===== src/rtl/adc_avg_minmax.sv =====
// Per-channel windowed average, minimum and maximum over 2^C_avg_log2 accepted samples.
// All outputs are registered; out_valid pulses for one cycle when a window completes.
module adc_avg_minmax #(
    parameter int C_channels = 4,
    parameter int C_bits     = 12,
    parameter int C_avg_log2 = 4
) (
    input  logic                           clk,
    input  logic                           rst_n,
    input  logic                           clken,
    input  logic                           clear,
    input  logic                           dv,
    input  logic [C_channels*C_bits-1:0]   data,
    output logic [C_channels*C_bits-1:0]   avg,
    output logic [C_channels*C_bits-1:0]   min,
    output logic [C_channels*C_bits-1:0]   max,
    output logic                           out_valid,
    output logic [15:0]                    window_count
);

    localparam int ACC_W = C_bits + C_avg_log2;
    localparam int CNT_W = (C_avg_log2 > 0) ? C_avg_log2 : 1;
    localparam logic [CNT_W-1:0] LAST = CNT_W'((1 << C_avg_log2) - 1);
    localparam int W = C_channels * C_bits;

    logic [ACC_W-1:0]  acc_q  [C_channels];
    logic [ACC_W-1:0]  acc_d  [C_channels];
    logic [C_bits-1:0] rmin_q [C_channels];
    logic [C_bits-1:0] rmin_d [C_channels];
    logic [C_bits-1:0] rmax_q [C_channels];
    logic [C_bits-1:0] rmax_d [C_channels];
    logic [CNT_W-1:0]  cnt_q, cnt_d;
    logic [W-1:0]      avg_q, avg_d, min_q, min_d, max_q, max_d;
    logic              out_valid_q, out_valid_d;
    logic [15:0]       window_count_q, window_count_d;

    logic [C_bits-1:0] smp_s   [C_channels];
    logic [ACC_W-1:0]  sum_s   [C_channels];
    logic [C_bits-1:0] nmin_s  [C_channels];
    logic [C_bits-1:0] nmax_s  [C_channels];
    logic [CNT_W-1:0]  cnt_base_s;

    // Candidate window state including the incoming sample; clear drops the running window first.
    always_comb begin
        for (int k = 0; k < C_channels; k++) begin
            smp_s[k] = data[k*C_bits +: C_bits];
            if (clear) begin
                sum_s[k]  = ACC_W'(smp_s[k]);
                nmin_s[k] = smp_s[k];
                nmax_s[k] = smp_s[k];
            end else begin
                sum_s[k]  = acc_q[k] + ACC_W'(smp_s[k]);
                nmin_s[k] = (smp_s[k] < rmin_q[k]) ? smp_s[k] : rmin_q[k];
                nmax_s[k] = (smp_s[k] > rmax_q[k]) ? smp_s[k] : rmax_q[k];
            end
        end
        cnt_base_s = clear ? {CNT_W{1'b0}} : cnt_q;
    end

    // Next-state: accept, complete a window, restart on clear, or hold.
    always_comb begin
        acc_d          = acc_q;
        rmin_d         = rmin_q;
        rmax_d         = rmax_q;
        cnt_d          = cnt_q;
        avg_d          = avg_q;
        min_d          = min_q;
        max_d          = max_q;
        window_count_d = window_count_q;
        out_valid_d    = 1'b0;
        if (clken && dv) begin
            if (cnt_base_s == LAST) begin
                for (int k = 0; k < C_channels; k++) begin
                    avg_d[k*C_bits +: C_bits] = C_bits'(sum_s[k] >> C_avg_log2);
                    min_d[k*C_bits +: C_bits] = nmin_s[k];
                    max_d[k*C_bits +: C_bits] = nmax_s[k];
                    acc_d[k]  = {ACC_W{1'b0}};
                    rmin_d[k] = {C_bits{1'b1}};
                    rmax_d[k] = {C_bits{1'b0}};
                end
                cnt_d          = {CNT_W{1'b0}};
                out_valid_d    = 1'b1;
                window_count_d = window_count_q + 16'd1;
            end else begin
                for (int k = 0; k < C_channels; k++) begin
                    acc_d[k]  = sum_s[k];
                    rmin_d[k] = nmin_s[k];
                    rmax_d[k] = nmax_s[k];
                end
                cnt_d = cnt_base_s + CNT_W'(1);
            end
        end else if (clken && clear) begin
            for (int k = 0; k < C_channels; k++) begin
                acc_d[k]  = {ACC_W{1'b0}};
                rmin_d[k] = {C_bits{1'b1}};
                rmax_d[k] = {C_bits{1'b0}};
            end
            cnt_d = {CNT_W{1'b0}};
        end else begin
            out_valid_d = 1'b0;
        end
    end

    // State and output registers with synchronous active-low reset.
    always_ff @(posedge clk) begin
        if (!rst_n) begin
            for (int k = 0; k < C_channels; k++) begin
                acc_q[k]  <= {ACC_W{1'b0}};
                rmin_q[k] <= {C_bits{1'b1}};
                rmax_q[k] <= {C_bits{1'b0}};
            end
            cnt_q          <= {CNT_W{1'b0}};
            avg_q          <= {W{1'b0}};
            min_q          <= {W{1'b0}};
            max_q          <= {W{1'b0}};
            out_valid_q    <= 1'b0;
            window_count_q <= 16'd0;
        end else begin
            acc_q          <= acc_d;
            rmin_q         <= rmin_d;
            rmax_q         <= rmax_d;
            cnt_q          <= cnt_d;
            avg_q          <= avg_d;
            min_q          <= min_d;
            max_q          <= max_d;
            out_valid_q    <= out_valid_d;
            window_count_q <= window_count_d;
        end
    end

    assign avg          = avg_q;
    assign min          = min_q;
    assign max          = max_q;
    assign out_valid    = out_valid_q;
    assign window_count = window_count_q;

endmodule


===== config.mk =====
export PLATFORM = sky130hd
export DESIGN_NAME = adc_avg_minmax
export DESIGN_NICKNAME = d
export VERILOG_FILES = /design/src/rtl/adc_avg_minmax.sv
export SDC_FILE = /design/constraint.sdc
export NUM_CORES = 1
export LEC_CHECK = 0
export CELL_PAD_IN_SITES_DETAIL_PLACEMENT = 1
export CELL_PAD_IN_SITES_GLOBAL_PLACEMENT = 1
export CORE_ASPECT_RATIO = 0.5
export CORE_UTILIZATION = 39
export CTS_CLUSTER_SIZE = 25
export DETAILED_ROUTE_END_ITERATION = 8
export GPL_ROUTABILITY_DRIVEN = 0
export PLACE_DENSITY_LB_ADDON = 0.1
export REMOVE_ABC_BUFFERS = 1
export SLEW_MARGIN = 10
export SYNTH_ARGS = -nofsm -noshare
export SYNTH_HDL_FRONTEND = slang
export SYNTH_SLANG_ARGS = --single-unit

===== constraint.sdc =====
create_clock -name clk -period 3.5 [get_ports clk]
set_input_delay 1.05 -clock clk [delete_from_list [all_inputs] [get_ports clk]]
set_output_delay 1.05 -clock clk [all_outputs]
set_load 0.02 [all_outputs]

==> run metrics, run 1 <==
outcome finished, final reports clean; min Tclk post-route 3300 ps; Ys Warns 0; reg2reg start acc_q[32]$_SDFFE_PN0P_; CTS buffer count 34; vias in the first global route 18.1k; Syn Area/Cell 8.56 µm²; R2R Setup Slk 940 ps; GR Overflow Total 0; CP max FO 3; CTS Buffer Depth 3; worst-margin pin slew 1060 ps; total negative slack 0 ps; first-pass GRT wire length 100000 µm; Crit Path Category input port to flop; antenna cells 0; final worst setup slack 197 ps; DR pass1 iterations 5; Slew headroom 29.6%; CTS H-tree depth 2; Post-CTS Resized 0; initial antenna violation count 0; crit start category input port; unrepaired setup endpoints after global routing no; core footprint 45400 µm²; Worst-Skew Late Latency 530 ps; Slew Limit Fails 0; die width 306 µm; share of layout cells above drive strength 1 13.3%; Detailed Place HPWL 43800 µm; Hold WC Path Type flop to flop; Post-Place Worst Slack -297 ps; Highest Clock Rate 303 MHz; Core Util, Final 51.2%; Fin Clk Skew 17.4 ps; R2R depth 8; largest net degree at the start of global routing 114; drt via density 5.78; DR iter-0 viols 946; HP Start avg[32]$_SDFFE_PN0P_; Initial Utilization 39.7%; RR Endpoint avg[22]$_SDFFE_PN0P_; synthesized instance count 2107; via count 17.7k; WL per Instance 20.4 µm; pwr/cell area 401 nW/µm²; Worst Path Required 3950 ps; CTS Sinks 325; Min-Delay Endpoint avg[32]$_SDFFE_PN0P_; Worst-path clk slew 70 ps; CTS tree built; #FFs+latches synth 325; area of the multi-input gates 10500 µm²; num rows 55; sequential area share after synthesis 36.1%; die height 154 µm; max_cap viols 0; CTS Hold Bufs 0; Worst Hold Slack 459 ps; Mapped Area 18000 µm²; Finished Cell Area 23300 µm²; IO Count 214; Placed Area 22100 µm²; final wirelength 62300 µm; register area 6510 µm²; Post-CTS Setup Bufs 0; worst ir drop on vdd 0.259 mV; Final Hold Fails 0; Setup crit end kind flop; ys async rst share 0%; number of synthesized flops with an enable pin 0; GRT Total Usage 26.2%; Area Overhead vs Synth 29.1%; final setup fails 0; hold path cells 2; Fillers 5312; Netlist cell types 80; DR DRC count 0; leakage dissipation 0.00963 µW; CP arrival 3760 ps; Post-synth top flop dfxtp_1; PortBufs 213; die area 47100 µm²; antenna-violating nets left 0; Total Nets Final 2632; root buffer cell clkbuf_16; period utilization 94.4%
## layout make-up
cell class | count | share of cell area [%]
clock buffer | 51 | 4.68
clock inverter | 9 | 0.436
multi-input combinational | 1534 | 45.2
tap | 598 | 3.22
sequential | 325 | 28.0
timing repair buffer | 435 | 16.8
inverter | 103 | 1.66
## flip-flops by register name, summed over array words and instances, names as in the netlist
signal / count
acc_q: 64
avg: 48
max: 48
min: 48
rmax_q: 48
rmin_q: 48
window_count: 16
cnt_q: 4
out_valid: 1
## how the worst max path moves through the flow
stage                     startpoint  depth (start not counted)                     end
after floorplan                clear                          7    avg[21]$_SDFFE_PN0P_
after global placement      data[12]                          9  acc_q[46]$_SDFFE_PN0P_
after detailed placement    data[12]                          9  acc_q[44]$_SDFFE_PN0P_
after CTS                   data[12]                          9    avg[22]$_SDFFE_PN0P_
after global routing        data[12]                          9    avg[22]$_SDFFE_PN0P_
final                       data[12]                          9    avg[22]$_SDFFE_PN0P_
## cells in the mapped netlist, drive strengths merged (12+ instances only)
| cell type | count | area share, % |
|---|---|---|
| dfxtp | 325 | 36 |
| nor2 | 121 | 2.6 |
| o21ai | 275 | 7.7 |
| ha | 142 | 9.9 |
| mux2i | 36 | 2.0 |
| clkbuf | 89 | 1.9 |
| inv | 103 | 2.1 |
| o32a | 36 | 2.0 |
| a22oi | 42 | 1.7 |
| a21oi | 145 | 4.0 |
| xor2 | 24 | 1.2 |
| nor3 | 24 | 0.69 |
| o21a | 54 | 2.2 |
| buf | 56 | 1.7 |
| nand3 | 86 | 2.4 |
| a31oi | 71 | 2.7 |
| a211oi | 45 | 2.0 |
| a32o | 12 | 0.67 |
| o22a | 12 | 0.58 |
| nand2 | 95 | 2.0 |
| and3 | 53 | 1.8 |
| nand4 | 23 | 0.80 |
| xnor2 | 32 | 1.6 |
| a21o | 32 | 1.3 |
## stage by stage
step | power (µW) | cells
after floorplan | 4710 | 1962
after global placement | 5400 | 2995
after detailed placement | 5450 | 2995
after CTS | 9420 | 3055
after global routing | 9730 | 3055
final | 9320 | 3055
## routing by layer
layer / routed length (µm) / vias up / global-route usage [%]
li1: - / 8488 / -
met1: 30200 / 8780 / 36.1
met2: 28600 / 312 / 43.3
met3: 2370 / 76 / 3.49
met4: 1160 / 0 / 6.02
met5: 0 / - / 0
## cells by family (layout without fill, tap and decap cells)
group / count (synthesis) / count (layout) / synth area share (%)
mux: 47 / 47 / 2.69
xor+xnor: 56 / 56 / 2.72
flops: 325 / 325 / 36.1
buf+inv: 248 / 598 / 5.70
fa+ha+maj: 146 / 146 / 10.3
simple gates: 479 / 479 / 13.4
compound gates: 806 / 806 / 29.1
## worst max-delay path: stages
cell and delay (ps):
clkdlybuf4s50_1 480, ha_1 270, fa_1 440, a211oi_2 310, o21ai_0 240, a2111oi_2 490, nor3_1 170, xnor2_1 140
o21ai_0 160
## cell usage in the layout (no fill, tap or decap), drive strengths merged, types with 86 or more instances in the layout
master           n
nor2           121
dfxtp          325
a21oi          145
inv            103
clkdlybuf4s50  211
ha             142
o21ai          275
nand3           86
nand2           95
buf            224
## power by group
| part | internal [µW] | switching, µW | total (µW) | leakage, µW |
|---|---|---|---|---|
| combinational | 649 | 897 | 1550 | 0.00641 |
| sequential | 3780 | 56.0 | 3840 | 0.00263 |
| clock | 2300 | 1640 | 3940 | 0.000591 |
| total | 6730 | 2590 | 9320 | 0.00963 |
Power figures use the tool's default switching activity.
==> run 2: changes to the inputs <==
--- a/config.mk
+++ b/config.mk
@@ -12,7 +12,8 @@
 export CTS_CLUSTER_SIZE = 25
 export DETAILED_ROUTE_END_ITERATION = 8
 export GPL_ROUTABILITY_DRIVEN = 0
-export PLACE_DENSITY_LB_ADDON = 0.1
+export MAX_ROUTING_LAYER = met4
+export PLACE_DENSITY = 0.87
 export REMOVE_ABC_BUFFERS = 1
 export SLEW_MARGIN = 10
 export SYNTH_ARGS = -nofsm -noshare
==> run metrics, run 2 (same netlist as run 1, synthesis figures left out) <==
outcome finished, final reports clean; critical path depth 7 (-2); Detailed Place HPWL 46300 µm (+5.6%); WL per Instance 23.0 µm (+13%); min Tclk post-route 3300 ps (-3.75 ps); Post-CTS Setup Bufs 0 (unchanged); Slew Limit Fails 0 (unchanged); num rows 55 (unchanged); antenna-violating nets left 0 (unchanged); crit start category input port; Placed Area 21800 µm² (-1.1%); CP max FO 12 (+9); Min-Delay Endpoint avg[35]$_SDFFE_PN0P_; first-pass GRT wire length 109000 µm (+8.9%); pwr/cell area 404 nW/µm² (+0.91%); CTS Buffer Depth 3 (unchanged); Post-CTS Resized 0 (unchanged); Worst Hold Slack 459 ps (-0.221 ps); vias in the first global route 19.6k (+8.6%); via count 18.5k (+4.8%); Finished Cell Area 22900 µm² (-1.4%); Total Nets Final 2595 (-1.4%); hold path cells 2 (unchanged); leakage dissipation 0.00942 µW (-2.2%); number of buffers and inverters on the critical path 1 (unchanged); Final Hold Fails 0 (unchanged); CTS Sinks 325 (unchanged); CP peak stage delay 800 ps (+310 ps); IO Count 214 (unchanged); GRT Total Usage 29.5% (+3.3 points); Worst-Skew Late Latency 550 ps (+20 ps); core footprint 45400 µm² (unchanged); crit-path leading delay family compound AO/OA/AOI/OAI gates; Fin Clk Skew 22.7 ps (+5.21 ps); largest net degree at the start of global routing 145 (+27%); final wirelength 69500 µm (+12%); Slew headroom 32.3% (+2.7 points); Core Util, Final 50.5% (-0.70 points); crit path cell chain clkdlybuf4s50_1 > ha_1 > a21oi_1 > o21ai_0 > o31a_1 > o21ai_1 > a32o_1; period utilization 94.3% (-0.11 points); CTS buffer count 34 (unchanged); DR pass1 iterations 5 (unchanged); worst ir drop on vdd 0.264 mV (+2.1%); max reg flops 64 (unchanged); root buffer cell clkbuf_16; final setup fails 0 (unchanged); most frequent cells in the layout dfxtp_1, o21ai_0, clkdlybuf4s50_1; GR Overflow Total 0 (unchanged); R2R Setup Slk 760 ps (-180 ps); DR DRC count 0 (unchanged); PortBufs 213 (unchanged); RR Endpoint rmax_q[16]$_SDFFE_PN0P_; CTS Hold Bufs 0 (unchanged); Hold WC Path Type flop to flop; CTS tree built; die width 306 µm (unchanged); Area Overhead vs Synth 27.3%; Highest Clock Rate 303 MHz (+0.11%); commonest non-fill, non-tap cell in the layout dfxtp_1; max_cap viols 0 (unchanged); drt via density 6.14 (+6.2%); Initial Utilization 39.7% (unchanged); R2R depth 7 (-1); CTS H-tree depth 2 (unchanged); die area 47100 µm² (unchanged); Setup crit end kind flop; share of layout cells above drive strength 1 11.8% (-1.5 points); total power 9280 µW (-0.48%); die height 154 µm (unchanged); CP max stage cell o21ai_1; Worst-path clk slew 60 ps (about the same); Worst Path Required 3970 ps (+20 ps); Crit Path Category input port to flop; register with the most flip-flops acc_q; CP arrival 3760 ps (about the same); worst-margin pin slew 1010 ps (-46.8 ps); HP Start avg[35]$_SDFFE_PN0P_; DR iter-0 viols 1265 (+34%); reg2reg start cnt_q[0]$_SDFFE_PN0P_; initial antenna violation count 1 (+1); unrepaired setup endpoints after global routing no
## run 2: changes by cell type in the layout (fill, tap and decap cells not counted)
cell and change:
clkbuf_16 -2, buf_12 +2, inv_6 +1, buf_4 -39
clkbuf_1 +1, clkinvlp_4 +1, bufinv_16 +1, diode_2 +1
clkinv_4 -1, clkinv_2 -1, clkbuf_8 -4
## run 2: stage by stage
step / instances / TNS, ps / setup WS [ps]
final: 3015 / 0 / 201
after global routing: 3015 / 0 / 79.3
after detailed placement: 2958 / -20360 / -258
after floorplan: 1962 / -361320 / -3890
after CTS: 3014 / 0 / 262
after global placement: 2958 / -3900 / -141
## run 2: layout make-up
cell class	count	area (µm²)
Antenna cell	1	2.50
Clock buffer	46	987
Clock inverter	10	134
Fill cell	5302	22500
Inverter	103	387
Multi-Input combinational cell	1534	10500
Sequential cell	325	6510
Tap cell	598	748
Timing Repair Buffer	398	3660
## run 2: report_power, final
group / switching, µW / internal [µW]
logic: 954 / 630
clock network: 1650 / 2200
registers: 64.2 / 3780
total: 2670 / 6610
## run 2: how the worst max path moves through the flow
stage	startpoint	endpoint	slack, ps
after floorplan	clear	avg[21]$_SDFFE_PN0P_	-3890
after global placement	data[12]	acc_q[46]$_SDFFE_PN0P_	-140
after detailed placement	data[12]	acc_q[44]$_SDFFE_PN0P_	-260
after CTS	data[12]	acc_q[46]$_SDFFE_PN0P_	260
after global routing	data[12]	acc_q[44]$_SDFFE_PN0P_	80
final	data[35]	rmax_q[16]$_SDFFE_PN0P_	200
## run 2: worst register-to-register path: stages (launching register included)
cell and delay [ps]:
dfxtp_1 350, nor2b_1 150, ha_1 250, and3_1 230
nor2_2 410, nand2_1 210, o21ai_1 830, a32o_1 250
## run 2: layer usage
metal,share of wire (%),routed length (µm),GRT usage (%)
met5,0,0,-
met3,5.6,3880,3.74
met2,49,33900,50.1
met1,42,29000,35.3
met4,3.9,2700,12.5
==> run 3: changes to the inputs <==
--- a/config.mk
+++ b/config.mk
@@ -8,12 +8,13 @@
 export CELL_PAD_IN_SITES_DETAIL_PLACEMENT = 1
 export CELL_PAD_IN_SITES_GLOBAL_PLACEMENT = 1
 export CORE_ASPECT_RATIO = 0.5
-export CORE_UTILIZATION = 39
+export CORE_UTILIZATION = 40
+export CTS_BUF_LIST = sky130_fd_sc_hd__clkbuf_2 sky130_fd_sc_hd__clkbuf_4 sky130_fd_sc_hd__clkbuf_8
 export CTS_CLUSTER_SIZE = 25
 export DETAILED_ROUTE_END_ITERATION = 8
 export GPL_ROUTABILITY_DRIVEN = 0
 export MAX_ROUTING_LAYER = met4
-export PLACE_DENSITY = 0.87
+export PLACE_DENSITY = 0.89
 export REMOVE_ABC_BUFFERS = 1
 export SLEW_MARGIN = 10
 export SYNTH_ARGS = -nofsm -noshare
==> run metrics, run 3 (same netlist as run 1, synthesis figures left out) <==
outcome finished, final reports clean; R2R Setup Slk 740 ps (-20 ps); share of layout cells above drive strength 1 14.1% (+2.3 points); die height 152 µm (-1.2%); GRT Total Usage 30.8% (+1.4 points); drt via density 6.16 (+0.39%); IO Count 214 (unchanged); num rows 54 (-1.8%); register with the most flip-flops acc_q; GRT met3 Usage 5.09% (+1.4 points); Crit Path Category input port to flop; final wirelength 70300 µm (+1.1%); Slew headroom 29.4% (-2.9 points); max_cap viols 0 (unchanged); met2 usage 51.2% (+1.1 points); largest net degree at the start of global routing 74 (-49%); most frequent cells in the layout dfxtp_1, o21ai_0, clkdlybuf4s50_1; GR peak layer met2; antenna-violating nets left 0 (unchanged); worst ir drop on vdd 0.214 mV (-19%); via count 18.9k (+2.2%); Setup crit end kind flop; CTS H-tree depth 2 (unchanged); DR iter-0 viols 1465 (+16%); met1 Track Usage GR 37.0% (+1.7 points); CP max FO 26 (+14); area of the multi-input gates 10500 µm² (unchanged); GR Overflow Total 0 (unchanged); DR pass1 iterations 6 (+1); CP Launch Point data[37]; initial antenna violation count 3 (+2); Pint 6270 µW (-5.1%); clock share of power 39.6% (-1.9 points); register share of total power 42.7% (+1.3 points); Fillers 5075 (-4.3%); root buffer cell clkbuf_8; Net Sw Power 2740 µW (+2.5%); Highest Clock Rate 309 MHz (+2.1%); CTS Buffer Depth 3 (unchanged); Worst Path Required 4000 ps (+30 ps); Post-CTS Setup Bufs 0 (unchanged); total negative slack 0 ps (unchanged); die width 302 µm (-1.2%); Hold WC Path Type flop to flop; core footprint 44000 µm² (-3.2%); unrepaired setup endpoints after global routing no; HP Start avg[47]$_SDFFE_PN0P_; final setup fails 0 (unchanged); CTS buffer count 51 (+50%); Worst-Skew Late Latency 640 ps (+90 ps); Area Overhead vs Synth 27.9%; Post-Place Worst Slack -248 ps (+9.39 ps); final worst setup slack 268 ps (+67.5 ps); WL per Instance 22.9 µm (-0.63%); worst-margin pin slew 1060 ps (+46.8 ps); CTS tree built; min Tclk post-route 3230 ps (-67.5 ps); period utilization 92.3% (-1.9 points); crit start category input port; pwr/cell area 391 nW/µm² (-3.4%); max reg flops 64 (unchanged); Post-CTS Resized 0 (unchanged); switching share of total power 30.4% (+1.6 points); first-pass GRT wire length 111000 µm (+1.9%); Logic pwr share 17.7% (+0.6 points); Final Hold Fails 0 (unchanged); Worst-path clk slew 70 ps (about the same); Slew Limit Fails 0 (unchanged); DR DRC count 0 (unchanged); CTS Sinks 325 (unchanged); vias in the first global route 19.9k (+1.7%); commonest non-fill, non-tap cell in the layout dfxtp_1; die area 46000 µm² (-2.5%); Detailed Place HPWL 47600 µm (+2.9%); leakage dissipation 0.00955 µW (+1.4%); reg2reg start rmax_q[11]$_SDFFE_PN0P_; Initial Utilization 41.0% (+1.3 points); CP arrival 3740 ps (-20 ps); Fin Clk Skew 31.6 ps (+8.93 ps); PortBufs 213 (unchanged); register area 6510 µm² (unchanged); Total Nets Final 2635 (+1.5%); CTS Hold Bufs 0 (unchanged)
[run 3: cell type report]
| cell class | count | area share [%] |
|---|---|---|
| flip-flops and latches | 325 | 28.2 |
| diodes | 4 | 0.0434 |
| well taps | 588 | 3.19 |
| inverters | 103 | 1.68 |
| multi-input cells | 1534 | 45.6 |
| clock inverters | 16 | 0.358 |
| repair buffers | 421 | 16.5 |
| clock buffers | 77 | 4.38 |
[run 3: power groups by stage]
stage	Combinational, µW	Clock (µW)	Sequential, µW
2_1_floorplan	802	0	3900
3_3_place_gp	1430	0	3920
3_5_place_dp	1510	0	3920
4_1_cts	1560	3600	3840
5_1_grt	1710	3760	3850
6_report	1600	3570	3850
[run 3: final timing paths]
path / to / cells past startpoint
worst min-delay path: avg[47]$_SDFFE_PN0P_ / 2
worst max-delay path: max[40]$_SDFFE_PN0P_ / 8
worst min register to register: avg[47]$_SDFFE_PN0P_ / 2
worst max register to register: max[40]$_SDFFE_PN0P_ / 8
[run 3: through the flow]
step	hold WS (ps)	std cells	instance area (µm²)	util [%]	total power [µW]
floorplan	440	1962	17400	-	4710
detailed placement	455	2971	22000	49.9	5440
CTS	470	3064	23100	52.4	9010
global route	485	3067	23100	52.4	9330
global placement	438	2971	22000	49.9	5350
finish	466	3068	23100	52.4	9010
[run 3: routing by layer]
metal  vias up  wire length [µm]  part of all wire (%)
met5         -                 0                     0
met4         0              2680                   3.8
met3       199              4500                   6.4
met2       728             34100                    49
met1      9446             28900                    41
li1       8525                 -                     -
[run 3: worst max-delay path, stage by stage]
cell and delay (ps):
clkdlybuf4s50_1 600, ha_1 410, nor2b_1 150, o211ai_1 130, a21o_1 240, a31oi_4 730
mux2i_1 300, a21oi_1 120
